[src/rtl/activation_ring_pkg.sv]
// Shared network constants for the conv1d activation pipeline: element width,
// vector length, per-layer dilations and the packed activation vector type.
package activation_ring_pkg;

  localparam int NET_W = 16;
  localparam int NET_D = 8;

  localparam int CONV0_DILATION = 4;
  localparam int CONV1_DILATION = 16;
  localparam int CONV2_DILATION = 64;

  typedef logic signed [NET_D*NET_W-1:0] act_vec_t;

endpackage

[src/rtl/activation_ring_ram.sv]
// History storage for activation_ring: one synchronous write port and three
// asynchronous read ports, no reset (maps onto LUTRAM).
module activation_ring_ram #(
  parameter int WIDTH = 128,
  parameter int DEPTH = 13,
  parameter int AW    = 4
) (
  input  logic             clk,
  input  logic             we,
  input  logic [AW-1:0]    waddr,
  input  logic [WIDTH-1:0] wdata,
  input  logic [AW-1:0]    raddr1,
  input  logic [AW-1:0]    raddr2,
  input  logic [AW-1:0]    raddr3,
  output logic [WIDTH-1:0] rdata1,
  output logic [WIDTH-1:0] rdata2,
  output logic [WIDTH-1:0] rdata3
);

  logic [WIDTH-1:0] mem [DEPTH];

  always_ff @(posedge clk) begin
    if (we) mem[waddr] <= wdata;
  end

  assign rdata1 = mem[raddr1];
  assign rdata2 = mem[raddr2];
  assign rdata3 = mem[raddr3];

endmodule

[src/rtl/activation_ring.sv]
// Dilated history buffer between conv1d layers: presents the newest activation
// plus those DILATION, 2*DILATION and 3*DILATION pushes back as registered taps.
module activation_ring
  import activation_ring_pkg::*;
#(
  parameter int W        = NET_W,
  parameter int D        = NET_D,
  parameter int DILATION = CONV0_DILATION
) (
  input  logic                  clk,
  input  logic                  rst,
  input  logic                  push,
  input  logic                  flush,
  input  logic signed [D*W-1:0] inp,
  output logic signed [D*W-1:0] out_l0,
  output logic signed [D*W-1:0] out_l1,
  output logic signed [D*W-1:0] out_l2,
  output logic signed [D*W-1:0] out_l3,
  output logic                  out_v,
  output logic                  primed
);

  localparam int DEPTH = 3*DILATION + 1;
  localparam int AW    = $clog2(DEPTH);
  localparam int CW    = $clog2(DEPTH + 1);

  localparam logic [AW-1:0] WPTR_LAST = AW'(DEPTH - 1);
  localparam logic [CW-1:0] CNT_FULL  = CW'(DEPTH);
  localparam logic [CW-1:0] OFF1      = CW'(DILATION);
  localparam logic [CW-1:0] OFF2      = CW'(2*DILATION);
  localparam logic [CW-1:0] OFF3      = CW'(3*DILATION);

  logic [AW-1:0]    wptr;
  logic [CW-1:0]    cnt;
  logic [CW-1:0]    cnt_inc;
  logic [D*W-1:0]   rd1, rd2, rd3;
  logic             wr_en;

  // Slot holding the vector pushed 'off' pushes before the one now at wptr.
  function automatic logic [AW-1:0] tap_addr(input logic [AW-1:0] wp, input int off);
    int sum;
    sum = int'(wp) + DEPTH - off;
    if (sum >= DEPTH) sum = sum - DEPTH;
    return AW'(sum);
  endfunction

  assign wr_en   = push && !flush;
  assign cnt_inc = (cnt == CNT_FULL) ? cnt : cnt + CW'(1);

  activation_ring_ram #(
    .WIDTH (D*W),
    .DEPTH (DEPTH),
    .AW    (AW)
  ) u_ram (
    .clk    (clk),
    .we     (wr_en),
    .waddr  (wptr),
    .wdata  (inp),
    .raddr1 (tap_addr(wptr, DILATION)),
    .raddr2 (tap_addr(wptr, 2*DILATION)),
    .raddr3 (tap_addr(wptr, 3*DILATION)),
    .rdata1 (rd1),
    .rdata2 (rd2),
    .rdata3 (rd3)
  );

  // Taps are captured in the push cycle; the newest comes straight from inp
  // and older ones are masked to zero until that many pushes have occurred.
  always_ff @(posedge clk or posedge rst) begin
    if (rst) begin
      wptr   <= '0;
      cnt    <= '0;
      out_l0 <= '0;
      out_l1 <= '0;
      out_l2 <= '0;
      out_l3 <= '0;
      out_v  <= 1'b0;
      primed <= 1'b0;
    end else if (flush) begin
      wptr   <= '0;
      cnt    <= '0;
      out_l0 <= '0;
      out_l1 <= '0;
      out_l2 <= '0;
      out_l3 <= '0;
      out_v  <= 1'b0;
      primed <= 1'b0;
    end else begin
      out_v <= push;
      if (push) begin
        wptr   <= (wptr == WPTR_LAST) ? '0 : wptr + AW'(1);
        cnt    <= cnt_inc;
        primed <= (cnt_inc == CNT_FULL);
        out_l3 <= inp;
        out_l2 <= (cnt >= OFF1) ? rd1 : '0;
        out_l1 <= (cnt >= OFF2) ? rd2 : '0;
        out_l0 <= (cnt >= OFF3) ? rd3 : '0;
      end
    end
  end

endmodule

[config.mk]
export PLATFORM = sky130hd
export DESIGN_NAME = activation_ring
export DESIGN_NICKNAME = d
export VERILOG_FILES = /design/src/rtl/activation_ring_pkg.sv /design/src/rtl/activation_ring_ram.sv /design/src/rtl/activation_ring.sv
export SDC_FILE = /design/constraint.sdc
export NUM_CORES = 2
export LEC_CHECK = 0
export ABC_AREA = 1
export CELL_PAD_IN_SITES_DETAIL_PLACEMENT = 0
export CELL_PAD_IN_SITES_GLOBAL_PLACEMENT = 2
export CORE_MARGIN = 2
export CORE_UTILIZATION = 37
export CTS_CLUSTER_DIAMETER = 80
export DETAILED_ROUTE_END_ITERATION = 8
export GPL_TIMING_DRIVEN = 0
export PLACE_DENSITY_LB_ADDON = 0.1
export REMOVE_ABC_BUFFERS = 1
export SETUP_SLACK_MARGIN = 0.2
export SLEW_MARGIN = 20
export SYNTH_ARGS = -nofsm -noshare
export SYNTH_HDL_FRONTEND = slang
export SYNTH_SLANG_ARGS = --single-unit
[constraint.sdc]
create_clock -name clk -period 19.9 [get_ports clk]
set_clock_uncertainty 0.1 [all_clocks]
set_input_delay 1.99 -clock clk [delete_from_list [all_inputs] [get_ports clk]]
set_output_delay 1.99 -clock clk [all_outputs]
set_load 0.02 [all_outputs]
# == Word-level counts from Yosys, hierarchy flattened ==
# Memories as Yosys holds them, arrays and structs flattened.
# Index checks and enable logic that the tools add are counted.
# classes
n_shift,0
n_reduce_logical,3
n_eq_ne,3
n_mux,25
n_lt_le_gt_ge,6
multipliers,0
n_bitwise,0
div_mod_pow,0
n_addsub,9
# op_table
op,count
128-bit 2-to-1 mux,11
4-bit 2-to-1 mux,9
"6-bit by 5-bit >= comparator with 1-bit output, second input constant",3
"4-bit == test, second input constant",3
"4-bit by 3-bit subtractor with 4-bit output, second input constant",3
"5-bit by 4-bit subtractor with 6-bit output, second input constant",2
"4-bit by 1-bit adder with 4-bit output, second input constant",2
"4-bit >= comparator, second input constant",2
"5-bit by 3-bit subtractor with 6-bit output, second input constant",1
"4-bit by 4-bit adder with 5-bit output, second input constant",1
1-bit 2-to-1 mux,5
"4-bit by 3-bit >= comparator with 1-bit output, second input constant",1
2-bit nonzero test,1
1-bit logical AND,1
1-bit logical NOT,1
# totals
latch_bits,0
mem_bits_rw,1664
rom_bits,0
register_bits,522
output_inout_bits,514
n_memories,1
inputBits,132
word_cells,55
# mem_list
memory,words,width,rd,rd_ports_with_merged_regs,wr,line,rtl
u_ram.mem,13,128,3,0,1,activation_ring_ram.sv:20,logic [WIDTH-1:0] mem [DEPTH];

# == Logic depth before layout (Yosys ltp) ==
# An unclocked memory read counts as a cell.
# logic_depth
word_depth,8
ltp_mapped,21
depth_no_buf,19

# == Cells and area by module ==
# From an unflattened synthesis, not the netlist that was laid out.
# hier_totals
hier_cells,15297
hier_area_um2,122488.7
# modules_own_cells
module,seq_area_each_um2,area_each_um2,cells_each,n_inst
activation_ring_ram,49967.9,102176.7,13446,1
activation_ring,13062.5,20312.0,1851,1

# == Least setup slack after synthesis ==
# No wires, ideal clock.
# synth_timing
kind,input port to flip-flop
start,in push
end,"mem u_ram.mem[0][0], enable pin"
slack_ps,11065
required_time_ps,19183
path_stages,6
n_path_buf,2
setup_time_ps,617
arrival_time_ps,8118
cell_sequence,inv_1 nor2_1 clkbuf_1 clkbuf_1 nand2_1 nor2_1
# synth_between
elab_chain_cells,3
# synth_rtl
item,line,rtl
start: declaration,activation_ring.sv:12,"input logic push,"
1-bit logical AND,activation_ring.sv:47,assign wr_en = push && !flush;
1-bit 2-to-1 mux,activation_ring_ram.sv:23,if (we) mem[waddr] <= wdata;
1-bit 2-to-1 mux (not written as such),activation_ring_ram.sv:23,
end: declaration,activation_ring_ram.sv:20,
# No other way between the ends.

# == Worst setup path after layout ==
# layout_timing
start,reg wptr[0]
end,reg out_l1[44]
# layout_between
elab_chain_cells,8
elab_cells_between_ends,9
cone_classes,add/sub: 3; order compare: 1; mux: 4; memory: 1
# layout_rtl
item,line,rtl
start: declaration,activation_ring.sv:33,logic [AW-1:0] wptr;
start signal: assignment,activation_ring.sv:91,wptr <= (wptr == WPTR_LAST) ? '0 : wptr + AW'(1);
4-bit by 4-bit adder with 5-bit output *,activation_ring.sv:42,sum = int'(wp) + DEPTH - off;
5-bit by 4-bit subtractor with 6-bit output *,activation_ring.sv:42,
6-bit by 5-bit >= comparator with 1-bit output or 4-bit by 3-bit subtractor with 4-bit output (tied branches),activation_ring.sv:43,if (sum >= DEPTH) sum = sum - DEPTH;
4-bit 2-to-1 mux *,activation_ring.sv:43,
memory 13 x 128 bit *,n/a,
128-bit 2-to-1 mux *,activation_ring.sv:96,out_l1 <= (cnt >= OFF2) ? rd2 : '0;
128-bit 2-to-1 mux *,activation_ring.sv:90,if (push) begin
128-bit 2-to-1 mux *,activation_ring.sv:79,end else if (flush) begin
end signal: assignment,activation_ring.sv:96,
end: declaration,activation_ring.sv:16,"output logic signed [D*W-1:0] out_l1,"
# Every way passes the cells marked *; elsewhere a longest branch is shown, timed or not. The select of a mux whose other input is x is not followed.
# A chain may end at the register's enable or synchronous reset.

==> results.json <==
{
  "run_status": "completed",
  "clock_tree_root_buffer_cell": "clkbuf_16",
  "synth_top_area_cell": "edfxtp_1",
  "clkTransAtPathRegs_ns": 0.06,
  "timing.critical_path.slowest_cell_delay_ns": 0.82,
  "post_cts_hold_buffer_count": 0,
  "clock_tree_from_tritoncts": "yes",
  "clk_latency_ns": 0.92,
  "ctsLongestPathBuffers": 4,
  "dr_total_vias": 116500,
  "primary_flip_flop_cell_chosen_by_synthesis_mapping": "edfxtp_1",
  "hold_path_class": "flip-flop to flip-flop",
  "worst_ir_drop_vdd_mv": 0.0916,
  "ys_warn_count": 0,
  "cp_max_fo": 118,
  "tightestPinTransition_ns": 0.928,
  "timing.reg2reg.worst_path_depth": 22,
  "rr_startpoint": "wptr[0]$_DFFE_PP0P_",
  "antenna_found_initial": 12,
  "layout-area-overhead-vs-synth_pct": 24.0,
  "timing_max_transition_violations_final": 0,
  "detailroute.wirelength.met3_um": 57800,
  "place_ws_ns": 13.39,
  "wirelength_um": 562000,
  "launching_element_type_of_the_critical_path": "flip-flop",
  "first_iter_violations": 15953,
  "ys_seq_area_share_pct": 53.5,
  "timing.final.hold_violations": 0,
  "reg2reg_setup_slack_ns": 13.34,
  "remaining_drc_errors": 0,
  "rr_endpoint": "out_l1[44]$_DFFE_PP0P_",
  "die_w_um": 568,
  "post_drt_via_cell_ratio": 6.05,
  "start_util_pct": 37.1,
  "layout_worst_path_cycle_share_pct": 33.0,
  "maxCapViolations": 0,
  "detail-route-antenna-nets": 0,
  "dieArea_um2": 323000,
  "p_leak_nw": 61.3,
  "first_global_vias": 115040,
  "wl_met2_um": 252000,
  "power.total_w": 0.0145,
  "io_pins": 646,
  "routed.top_layer": "met5",
  "timing.setup.tns_ns": 0,
  "proportion_of_netlist_area_held_by_the_largest_area_contributor_pct": 42.4,
  "final_critical_path_setup_slack_ns": 13.34,
  "hold_ws_ns": 0.378,
  "detailedRoute.firstPassIterationCount": 7,
  "syn_area_um2": 118000,
  "global_route_wire_length_before_repair_um": 804000,
  "post_route_cells_drive_above_1_share_pct": 6.72,
  "ys_ff_latch": 2186,
  "placeableCoreArea_um2": 317000,
  "critical_path_arrival_ns": 7.29,
  "crit_path_cell_trace": "nand2_1 > inv_1 > o21ai_0 > o21ai_1 > inv_1 > ha_1 > a21o_1 > nand2_1 > nand2_4 > buf_16 > nand2_8 > buf_16 > buf_16 > inv_16 > buf_16 > buf_16 > nand2_1 > nand3_1 > nand3_1 > a21oi_1 > nand2_1 > nand2_1",
  "fp.dieH_um": 568,
  "yosys-top-cells-count": "5803 x nand2_1, 4525 x nand3_1, 1664 x edfxtp_1, 623 x buf_2, 522 x dfrtp_1",
  "htree_levels": 5,
  "worst_path_max_delay_cell": "dfrtp_1",
  "fill_cells": 29665,
  "portBuffers": 645,
  "cts_setup_buffers": 0,
  "route.detailed.wl_per_inst_um": 29.2,
  "maxClockFrequency_mhz": 152,
  "post_cts.resized_instances": 0,
  "grt_use_total_pct": 33.7,
  "globalRouteOverflowTotal": 0,
  "crit_type": "flip-flop to flip-flop",
  "max_slew_margin_pct": 38.0,
  "min_delay_path_depth": 2,
  "worstSetupEndpointType": "flip-flop",
  "asyncSetResetFlopFracSynth_pct": 23.9,
  "min_delay_worst_endpoint": "out_l2[26]$_DFFE_PP0P_",
  "power_density_nw_per_um2": 99.1,
  "cell_types_occupying_the_most_area_after_synthesis": "edfxtp_1 42%, nand3_1 19%, nand2_1 18%, dfrtp_1 11%, buf_2 2.6%",
  "clock_sinks": 2186,
  "maximum_number_of_pins_on_one_net_before_global_route_repair": 119,
  "placement_rows": 207,
  "avg_cell_area_syn_um2": 8.10,
  "count_of_flip_flops_with_a_built_in_enable_after_synthesis": 1664,
  "cp_data_required_time_ns": 20.63,
  "yosysUniqueCellTypes": 38,
  "nets": 14970,
  "finalWorstPathRequiredPeriod_ns": 6.56,
  "place.gp.congestion": 0.756,
  "clock_buffers_created_by_tritoncts": 278,
  "post_synth_inst_count": 14550,
  "postLayoutCoreUtil_pct": 46.0,
  "grt_setup_unrepaired": "no",
  "place.detailed.hpwl_um": 339000,
  "final_setup_vio_count": 0,
  "timing.hold.worst.start": "out_l2[26]$_DFFE_PP0P_",
  "synth_most_common_cell": "nand2_1",
  "drt-met1-wl_um": 225000
}
## cell families after synthesis
logic type / after synthesis / synth area share [%]
flops: 2186 / 53.5
fa+ha+maj: 14 / 0.149
simple gates: 10365 / 37.9
buf+inv: 1479 / 5.84
xor+xnor: 2 / 0.0212
compound gates: 504 / 2.58
## how the worst max path moves through the flow
stage,start,endpoint,slack (ns),cells after the start
finish,wptr[0]$_DFFE_PP0P_,out_l1[44]$_DFFE_PP0P_,13.34,22
global route,wptr[0]$_DFFE_PP0P_,out_l1[3]$_DFFE_PP0P_,12.93,22
CTS,wptr[0]$_DFFE_PP0P_,out_l1[44]$_DFFE_PP0P_,13.38,22
detailed placement,wptr[0]$_DFFE_PP0P_,out_l1[44]$_DFFE_PP0P_,13.39,22
global placement,wptr[0]$_DFFE_PP0P_,out_l2[118]$_DFFE_PP0P_,-125.13,15
floorplan,wptr[0]$_DFFE_PP0P_,out_l2[104]$_DFFE_PP0P_,-19.09,15
## power breakdown
part	internal, W	total, W	switching, W
sequential	0.00497	0.00500	0.0000286
clock	0.00300	0.00511	0.00211
combinational	0.00142	0.00437	0.00296
## metal layers
metal	GRT usage (%)	vias to the layer above
met5	0	-
met1	44.8	57080
li1	-	50136
met4	15.8	8
met2	53.0	7715
met3	6.10	1561
## area by class of cell
type | count | area [µm²] | area share, %
inverters | 298 | 1220 | 0.837
repair buffers | 1175 | 19300 | 13.2
well taps | 4180 | 5230 | 3.58
clock buffers | 405 | 8120 | 5.56
flip-flops and latches | 2186 | 63000 | 43.1
multi-input cells | 10885 | 48200 | 33.0
diodes | 9 | 22.5 | 0.0154
clock inverters | 104 | 992 | 0.679
## cells in the final DEF (no fill, tap or decap), types with 32 or more instances in the layout
cell | Yosys | layout
nand2_1 | 5803 | 5796
nand3_1 | 4525 | 4523
edfxtp_1 | 1664 | 1664
clkdlybuf4s50_1 | 0 | 645
dfrtp_1 | 522 | 522
buf_16 | 0 | 359
a21oi_1 | 352 | 351
clkbuf_16 | 0 | 290
inv_1 | 288 | 282
a22o_1 | 128 | 128
buf_12 | 0 | 126
clkbuf_1 | 351 | 72
clkinv_2 | 0 | 48
clkbuf_8 | 0 | 43
buf_4 | 134 | 32
## per-stage QoR
step	cells	instance area, µm²
final	19242	146000
after global routing	19239	146000
after CTS	19233	146000
after detailed placement	18724	137000
after global placement	18194	124000
after floorplan	13369	112000
## critical path: cells and delay by family (launching register included)
kind / cells / cell delay [ns]
fa+ha+maj: 1 / 0.31
simple gates: 9 / 1.62
compound gates: 4 / 0.82
flops: 1 / 0.82
buf+inv: 8 / 2.54
## state kept, by name (all words and copies together), names as in the netlist
signal     count
out_l1       128
out_l3       128
u_ram.mem   1664
out_v          1
out_l0       128
cnt            4
primed         1
wptr           4
out_l2       128
(Power assumes the default switching activity.)
